### config.mk
export PLATFORM = sky130hd
export DESIGN_NAME = ysyx_24100006_imm_gen_pipe
export DESIGN_NICKNAME = d
export VERILOG_FILES = /design/src/rtl/ysyx_24100006_id_pkg.sv /design/src/rtl/ysyx_24100006_imm_extract.sv /design/src/rtl/ysyx_24100006_imm_gen_pipe.sv
export SDC_FILE = /design/constraint.sdc
export NUM_CORES = 1
export LEC_CHECK = 0
export ABC_AREA = 1
export BUFFER_PORTS_ARGS = -buffer_cell sky130_fd_sc_hd__buf_2
export CAP_MARGIN = 10
export CORE_MARGIN = 10
export CORE_UTILIZATION = 37
export DETAILED_ROUTE_END_ITERATION = 10
export PLACE_DENSITY = 0.59
export SLEW_MARGIN = 15
export SYNTH_ARGS = -nofsm -noshare
export SYNTH_HDL_FRONTEND = slang
export SYNTH_SLANG_ARGS = --single-unit
### constraint.sdc
create_clock -name clk -period 1.5 [get_ports clk]
set_clock_uncertainty 0.1 [all_clocks]
set_input_delay 0.225 -clock clk [delete_from_list [all_inputs] [get_ports clk]]
set_output_delay 0.225 -clock clk [all_outputs]
set_load 0.03 [all_outputs]
### src/rtl/ysyx_24100006_id_pkg.sv
// Shared ID-stage definitions: immediate type codes and the
// state encoding used by the pipelined immediate generator.
package ysyx_24100006_id_pkg;

    localparam logic [2:0] IMM_I     = 3'b000;
    localparam logic [2:0] IMM_J     = 3'b001;
    localparam logic [2:0] IMM_S     = 3'b010;
    localparam logic [2:0] IMM_B     = 3'b011;
    localparam logic [2:0] IMM_U     = 3'b100;
    localparam logic [2:0] IMM_Z     = 3'b101;
    localparam logic [2:0] IMM_SHAMT = 3'b110;
    localparam logic [2:0] IMM_ILL   = 3'b111;

    typedef enum logic [1:0] {
        ST_EMPTY = 2'd0,
        ST_ONE   = 2'd1,
        ST_TWO   = 2'd2
    } state_t;

endpackage

### src/rtl/ysyx_24100006_imm_extract.sv
// Combinational immediate extraction: (instruction, type) -> XLEN immediate
// plus an illegal-type flag. Shared with the decoder's unregistered paths.
module ysyx_24100006_imm_extract
    import ysyx_24100006_id_pkg::*;
#(
    parameter int XLEN       = 32,
    parameter int RVE_SHAMT6 = 1
) (
    input  logic [31:0]     inst,
    input  logic [2:0]      imm_type,
    output logic [XLEN-1:0] imm,
    output logic            err
);

    localparam bit SHAMT_WIDE = (XLEN == 64) && (RVE_SHAMT6 == 1);

    // Every format is first built as a 32-bit value whose bit 31 already
    // carries the correct extension bit (inst[31] for sext, 0 for zext).
    logic [31:0] imm32;
    logic        unused_opcode;

    assign unused_opcode = ^inst[6:0];

    always_comb begin
        imm32 = '0;
        err   = 1'b0;
        unique case (imm_type)
            IMM_I:     imm32 = {{20{inst[31]}}, inst[31:20]};
            IMM_J:     imm32 = {{11{inst[31]}}, inst[31], inst[19:12], inst[20], inst[30:21], 1'b0};
            IMM_S:     imm32 = {{20{inst[31]}}, inst[31:25], inst[11:7]};
            IMM_B:     imm32 = {{19{inst[31]}}, inst[31], inst[7], inst[30:25], inst[11:8], 1'b0};
            IMM_U:     imm32 = {inst[31:12], 12'b0};
            IMM_Z:     imm32 = {27'b0, inst[19:15]};
            IMM_SHAMT: imm32 = SHAMT_WIDE ? {26'b0, inst[25:20]} : {27'b0, inst[24:20]};
            default: begin
                imm32 = '0;
                err   = 1'b1;
            end
        endcase
    end

    generate
        if (XLEN > 32) begin : g_wide
            assign imm = {{(XLEN-32){imm32[31]}}, imm32};
        end else begin : g_narrow
            assign imm = imm32[XLEN-1:0];
        end
    endgenerate

endmodule

### src/rtl/ysyx_24100006_imm_gen_pipe.sv
// Registered immediate generator with a two-entry skid buffer so that
// in_ready depends only on state, never combinationally on out_ready.
module ysyx_24100006_imm_gen_pipe
    import ysyx_24100006_id_pkg::*;
#(
    parameter int XLEN       = 32,
    parameter int TAG_W      = 32,
    parameter int RVE_SHAMT6 = 1
) (
    input  logic             clk,
    input  logic             rst_n,
    input  logic             flush,
    input  logic             in_valid,
    output logic             in_ready,
    input  logic [31:0]      in_inst,
    input  logic [2:0]       in_type,
    input  logic [TAG_W-1:0] in_tag,
    output logic             out_valid,
    input  logic             out_ready,
    output logic [XLEN-1:0]  out_imm,
    output logic [TAG_W-1:0] out_tag,
    output logic             out_err
);

    state_t state_reg, state_next;

    logic [XLEN-1:0]  main_imm_reg, skid_imm_reg, new_imm;
    logic [TAG_W-1:0] main_tag_reg, skid_tag_reg;
    logic             main_err_reg, skid_err_reg, new_err;

    logic accept, out_fire;
    logic load_main_new, load_main_skid, load_skid;

    ysyx_24100006_imm_extract #(
        .XLEN       (XLEN),
        .RVE_SHAMT6 (RVE_SHAMT6)
    ) u_extract (
        .inst     (in_inst),
        .imm_type (in_type),
        .imm      (new_imm),
        .err      (new_err)
    );

    always_ff @(posedge clk or negedge rst_n) begin
        if (!rst_n) begin
            state_reg <= ST_EMPTY;
        end else begin
            state_reg <= state_next;
        end
    end

    always_comb begin
        state_next = state_reg;
        unique case (state_reg)
            ST_EMPTY: if (accept) state_next = ST_ONE;
            ST_ONE: begin
                if (accept && !out_fire)      state_next = ST_TWO;
                else if (!accept && out_fire) state_next = ST_EMPTY;
            end
            ST_TWO:   if (out_fire) state_next = ST_ONE;
            default:  state_next = ST_EMPTY;
        endcase
        if (flush) state_next = ST_EMPTY;
    end

    always_comb begin
        in_ready       = (state_reg != ST_TWO);
        out_valid      = (state_reg != ST_EMPTY);
        out_fire       = out_valid && out_ready;
        // A flushed offer is dropped even though in_ready is high.
        accept         = in_valid && in_ready && !flush;
        load_main_new  = accept && ((state_reg == ST_EMPTY) || ((state_reg == ST_ONE) && out_fire));
        load_skid      = accept && (state_reg == ST_ONE) && !out_fire;
        load_main_skid = !flush && out_fire && (state_reg == ST_TWO);
    end

    always_ff @(posedge clk or negedge rst_n) begin
        if (!rst_n) begin
            main_imm_reg <= '0;
            main_tag_reg <= '0;
            main_err_reg <= 1'b0;
        end else if (load_main_new) begin
            main_imm_reg <= new_imm;
            main_tag_reg <= in_tag;
            main_err_reg <= new_err;
        end else if (load_main_skid) begin
            main_imm_reg <= skid_imm_reg;
            main_tag_reg <= skid_tag_reg;
            main_err_reg <= skid_err_reg;
        end
    end

    always_ff @(posedge clk or negedge rst_n) begin
        if (!rst_n) begin
            skid_imm_reg <= '0;
            skid_tag_reg <= '0;
            skid_err_reg <= 1'b0;
        end else if (load_skid) begin
            skid_imm_reg <= new_imm;
            skid_tag_reg <= in_tag;
            skid_err_reg <= new_err;
        end
    end

    assign out_imm = main_imm_reg;
    assign out_tag = main_tag_reg;
    assign out_err = main_err_reg;

endmodule

==> results.sh, run 1 <==
export IMPL_status="finished with violations"
export IMPL_failed_checks="negative hold slack, negative setup slack"
export IMPL_wl_met1_um=8110
export IMPL_grt_pass1_wl_um=28400
export IMPL_core_area_um2=15800
export IMPL_synth_edf_count=0
export IMPL_postLayoutCoreUtil=0.519
export IMPL_ys_seq_area_frac=0.553
export IMPL_final_max_slew_viol_count=0
export IMPL_critPathRequiredTime_ps=1170
export IMPL_synth_top_area_share=0.553
export IMPL_ys_top_cells_by_count="nand2_1 (224), dfrtp_1 (132), inv_1 (105), o21ai_1 (50), o21ai_0 (37)"
export IMPL_slew_headroom=0.708
export IMPL_rows=46
export IMPL_setup_violations=131
export IMPL_min_path_cells=3
export IMPL_placed_area_um2=7100
export IMPL_synth_largest_area_cell="dfrtp_1"
export IMPL_ys_warn_count=0
export IMPL_gp_congestion=0.843
export IMPL_drt_iter0_drc=261
export IMPL_leakage_nw=4.17
export IMPL_area_delta_synth_final_pct=37.6
export IMPL_portBuffers=131
export IMPL_hp_class="in2reg"
export IMPL_path_max_fanout=3
export IMPL_cts_root_buffer="clkbuf_16"
export IMPL_design_portCount=139
export IMPL_crit_path_end_kind="output port"
export IMPL_clk_pin_slew_ps=50
export IMPL_maxCapViolations=0
export IMPL_synthTopCellsByArea="dfrtp_1 (55%), nand2_1 (14%), inv_1 (6.6%)"
export IMPL_drc=0
export IMPL_fin_hold_ws_ps=-0.133
export IMPL_synthCells=712
export IMPL_hpwl_um=11900
export IMPL_antenna_cells=0
export IMPL_cts_buffers=17
export IMPL_syn_nets=784
export IMPL_dieHeight_um=147
export IMPL_wl_per_cell_um=15.6
export IMPL_grt_overflow_total=0
export IMPL_nets=968
export IMPL_routed_wl_um=17600
export IMPL_dominantRegCellSynth="dfrtp_1"
export IMPL_synth_area_um2=5970
export IMPL_post_route_period_util=1.11
export IMPL_vias_per_cell=4.75
export IMPL_grtUsageTotal=0.162
export IMPL_die_w_um=147
export IMPL_grt_pass1_vias=5390
export IMPL_peakVddDrop_mv=0.971
export IMPL_rsz0062_at_grt="true"
export IMPL_drive_gt1_frac=0.274
export IMPL_final_area_um2=8210
export IMPL_dr_wl_met2_um=8060
export IMPL_antenna_found_initial=2
export IMPL_r2r_cells=8
export IMPL_fmax_mhz=600
export IMPL_synth_most_common_cell="nand2_1"
export IMPL_cts_buffer_depth=2
export IMPL_async_flop_share=1.00
export IMPL_arrival_ps=1340
export IMPL_synth_area_per_cell_um2=8.38
export IMPL_vias=5343
export IMPL_cts_tree="yes"
export IMPL_dieArea_um2=21600
export IMPL_met3WireLength_um=1220
export IMPL_clk_latency_ps=410
export IMPL_cts_sinks=132
export IMPL_period_needed_ps=1670
export IMPL_dr_pass1_iters=4
export IMPL_postRouteAntennaNets=0
export IMPL_critical_path_class="reg2out"
export IMPL_yosysUniqueCellTypes=26
export IMPL_ys_ff_latch=132
export IMPL_worst_slew_pin_slew_ps=438
export IMPL_routed_top_layer="met5"
export IMPL_initial_core_util=0.377
export IMPL_setup_ws_ps=-167
export IMPL_grt_max_degree=48
export IMPL_hold_viol=1
export IMPL_ctsHtreeMaxLevel=4
export IMPL_cp_start_kind="register"
export IMPL_pwr_density_cell_nw_per_um2=1890
[power breakdown]
part           total [mW]  internal [mW]  leakage [nW]  switching, mW
registers            5.91           5.14          1.67          0.774
logic                5.92           2.10          2.23           3.83
clock network        3.71           2.26         0.264           1.44
[final cells by class]
cell class / count / area [µm²]
multi-input cells: 431 / 2210
clock buffers: 26 / 499
clock inverters: 5 / 25.0
well taps: 216 / 270
inverters: 110 / 419
repair buffers: 204 / 1490
flip-flops and latches: 132 / 3300
fillers: 1527 / 7620
[worst paths after layout]
| check | startpoint | endpoint | slack, ps |
|---|---|---|---|
| max in group asynchronous | rst_n | out_imm[9] | 600 |
| min in group asynchronous | rst_n | out_imm[19] | 190 |
| max reg2reg | state_reg[0] | out_imm[26] | -130 |
| min | in_tag[5] | skid_tag_reg[5] | -0.1 |
| min reg2reg | skid_imm_reg[3] | skid_imm_reg[3] | 370 |
| max | state_reg[0] | in_ready | -170 |
[layer usage]
layer | track usage | up-vias
met5 | 0 | -
met4 | 0.0466 | 2
met3 | 0.0584 | 14
met2 | 0.248 | 147
met1 | 0.211 | 2510
li1 | - | 2670
[per-stage QoR]
stage,std cells,setup WS [ps],power [mW],setup TNS [ps]
after floorplan,712,1.42,9.49,0
after global placement,1057,-97.6,11.2,-6230
after detailed placement,1057,-101,11.4,-6670
after CTS,1120,-137,15.4,-8370
after global routing,1124,-226,16.6,-17250
final,1124,-167,15.5,-7520
[cell usage in the layout, fill, tap and decap left out, types with 17 or more instances in the layout]
| cell type | instances |
|---|---|
| buf_2 | 128 |
| buf_4 | 24 |
| clkbuf_16 | 18 |
| dfrtp_1 | 131 |
| dlygate4sd3_1 | 27 |
| inv_1 | 103 |
| nand2_1 | 209 |
| nand3_1 | 17 |
| o211ai_1 | 30 |
| o21ai_0 | 30 |
| o21ai_1 | 56 |
[worst max-delay path: stages, from the launching register on]
cell and delay [ps]:
dfrtp_1 420, buf_6 150, nor2_4 90, buf_6 120
inv_4 30, buf_6 120
[timing repair]
item | CTS | global route
endpoints found under the setup margin | 131 | 133
hold endpoints to repair | 168 | 0
hold buffers | 27 | 0
gates resized for setup | 22 | 46
pin swaps | 2 | 4
gates cloned | 0 | 1
buffers inserted | 5 | 3
[cells by family (layout without fill, tap and decap cells)]
group,Yosys count,in the layout,share of synthesized area
AND/OR/NAND/NOR,281,281,0.190
AO/OA/AOI/OAI,150,150,0.154
flip-flops,132,132,0.553
buffers and inverters,149,345,0.102
No activity file was read; power rests on OpenSTA's default activity.
==> run 2, diff against run 1 <==
--- a/constraint.sdc
+++ b/constraint.sdc
@@ -4,2 +4,2 @@
 set_output_delay 0.225 -clock clk [all_outputs]
-set_load 0.03 [all_outputs]
+set_load 0.005 [all_outputs]
==> results.sh, run 2 (same netlist as run 1, synthesis figures left out) <==
export IMPL_cts_buffer_depth=2
export IMPL_postRouteAntennaNets=0
export IMPL_r2r_end="out_imm[28]"
export IMPL_hp_start="in_tag[3]"
export IMPL_use_met1=0.210
export IMPL_antenna_cells=0
export IMPL_grt_pass1_wl_um=28300
export IMPL_rsz0062_at_grt="true"
export IMPL_postLayoutCoreUtil=0.546
export IMPL_final_max_slew_viol_count=0
export IMPL_rows=46
export IMPL_layout_commonest_cell="nand2_1"
export IMPL_post_route_period_util=1.11
export IMPL_clk_pin_slew_ps=50
export IMPL_die_w_um=147
export IMPL_crit_path_end_kind="output port"
export IMPL_cts_root_buffer="clkbuf_16"
export IMPL_slew_headroom=0.641
export IMPL_antenna_found_initial=2
export IMPL_maxCapViolations=0
export IMPL_gp_congestion=0.843
export IMPL_cts_buffers=17
export IMPL_critical_path_class="reg2out"
export IMPL_clk_latency_ps=420
export IMPL_placed_area_um2=7100
export IMPL_combPwrFrac=0.339
export IMPL_p_total_mw=14.8
export IMPL_use_met2=0.248
export IMPL_pwr_share_seq=0.410
export IMPL_peakVddDrop_mv=0.833
export IMPL_grt_max_degree=48
export IMPL_layout_common_cells="nand2_1 (177), dfrtp_1 (130), buf_2 (129), inv_1 (102), o21ai_1 (55)"
export IMPL_core_area_um2=15800
export IMPL_vias=5426
export IMPL_hpwl_um=11900
export IMPL_whs_endpoint="skid_tag_reg[3]"
export IMPL_grt_overflow_total=0
export IMPL_grt_busiest_layer="met2"
export IMPL_hold_viol=0
export IMPL_wl_per_cell_um=16.2
export IMPL_critPathRequiredTime_ps=1170
export IMPL_grtUsageTotal=0.161
export IMPL_hp_class="in2reg"
export IMPL_dieArea_um2=21600
export IMPL_leakage_nw=4.32
export IMPL_initial_core_util=0.377
export IMPL_r2r_slack_ps=-130
export IMPL_grt_pass1_vias=5382
export IMPL_fin_hold_ws_ps=13.0
export IMPL_cts_sinks=132
export IMPL_drive_gt1_frac=0.336
export IMPL_area_delta_synth_final_pct=44.7
export IMPL_dieHeight_um=147
export IMPL_status="finished with violations"
export IMPL_setup_ws_ps=-160
export IMPL_arrival_ps=1340
export IMPL_failed_checks="negative setup slack"
export IMPL_vias_per_cell=4.80
export IMPL_intPower_mw=9.78
export IMPL_drc=0
export IMPL_period_needed_ps=1660
export IMPL_gr_usage_met3=0.0584
export IMPL_min_path_cells=3
export IMPL_worst_slew_pin_slew_ps=538
export IMPL_cts_tree="yes"
export IMPL_setup_violations=127
export IMPL_drt_iter0_drc=282
export IMPL_nets=975
export IMPL_r2r_cells=8
export IMPL_power_switching_mw=4.98
export IMPL_dr_pass1_iters=4
export IMPL_setup_tns_ps=-5750
export IMPL_final_area_um2=8640
export IMPL_pwr_density_cell_nw_per_um2=1710
export IMPL_power_frac_clock=0.251
export IMPL_path_max_fanout=4
export IMPL_ctsHtreeMaxLevel=4
export IMPL_routed_wl_um=18400
export IMPL_portBuffers=131
export IMPL_r2r_start="state_reg[0]"
export IMPL_design_portCount=139
export IMPL_p_sw_frac=0.337
export IMPL_fmax_mhz=602
export IMPL_cp_start_kind="register"
==> run 2: metal layers <==
metal | wire length (µm) | vias to the layer above
met5 | 7 | -
met2 | 8640 | 138
met3 | 1210 | 12
met1 | 8360 | 2575
li1 | - | 2699
met4 | 145 | 2
==> run 2: timing repair <==
item,4_1_cts,5_1_grt
resized for setup,10,128
cloned,0,8
setup buffers,3,6
endpoints found under the hold margin,168,0
hold buffers,27,0
pin swaps,1,7
endpoints found under the setup margin,131,134
==> run 2: power by group through the flow <==
stage          logic, mW  registers [mW]  clock network, mW
2_1_floorplan       2.20            5.88                  0
3_3_place_gp        3.93            5.87                  0
3_5_place_dp        4.01            5.90                  0
4_1_cts             4.18            5.87               3.80
5_1_grt             5.64            6.23               3.97
6_report            5.01            6.05               3.70
==> run 2: cell type report <==
type,count,area [µm²]
timing repair buffer,210,1620
sequential,132,3310
inverter,110,422
fill,1472,7190
clock inverter,5,25.0
multi-input combinational,432,2500
tap,216,270
clock buffer,26,499
==> run 2: worst max path at each step <==
stage	startpoint	to	slack, ps	depth (start not counted)
detailed placement	state_reg[1]	skid_tag_reg[27]	-100	6
finish	state_reg[0]	in_ready	-160	5
floorplan	state_reg[0]	out_tag[21]	8	7
global route	state_reg[0]	in_ready	-210	5
CTS	state_reg[0]	in_ready	-130	5
global placement	state_reg[1]	skid_imm_reg[25]	-100	6
==> run 2: critical path, stage by stage (launching register included) <==
cell     delay (ps)
dfrtp_2         440
buf_6           140
nor2_4          100
buf_6           120
inv_4            30
buf_6           100
==> run 2: through the flow <==
stage,worst slack (ps),instances
2_1_floorplan,7.57,712
3_3_place_gp,-97.6,1057
3_5_place_dp,-101,1057
4_1_cts,-135,1118
5_1_grt,-212,1131
6_report,-160,1131
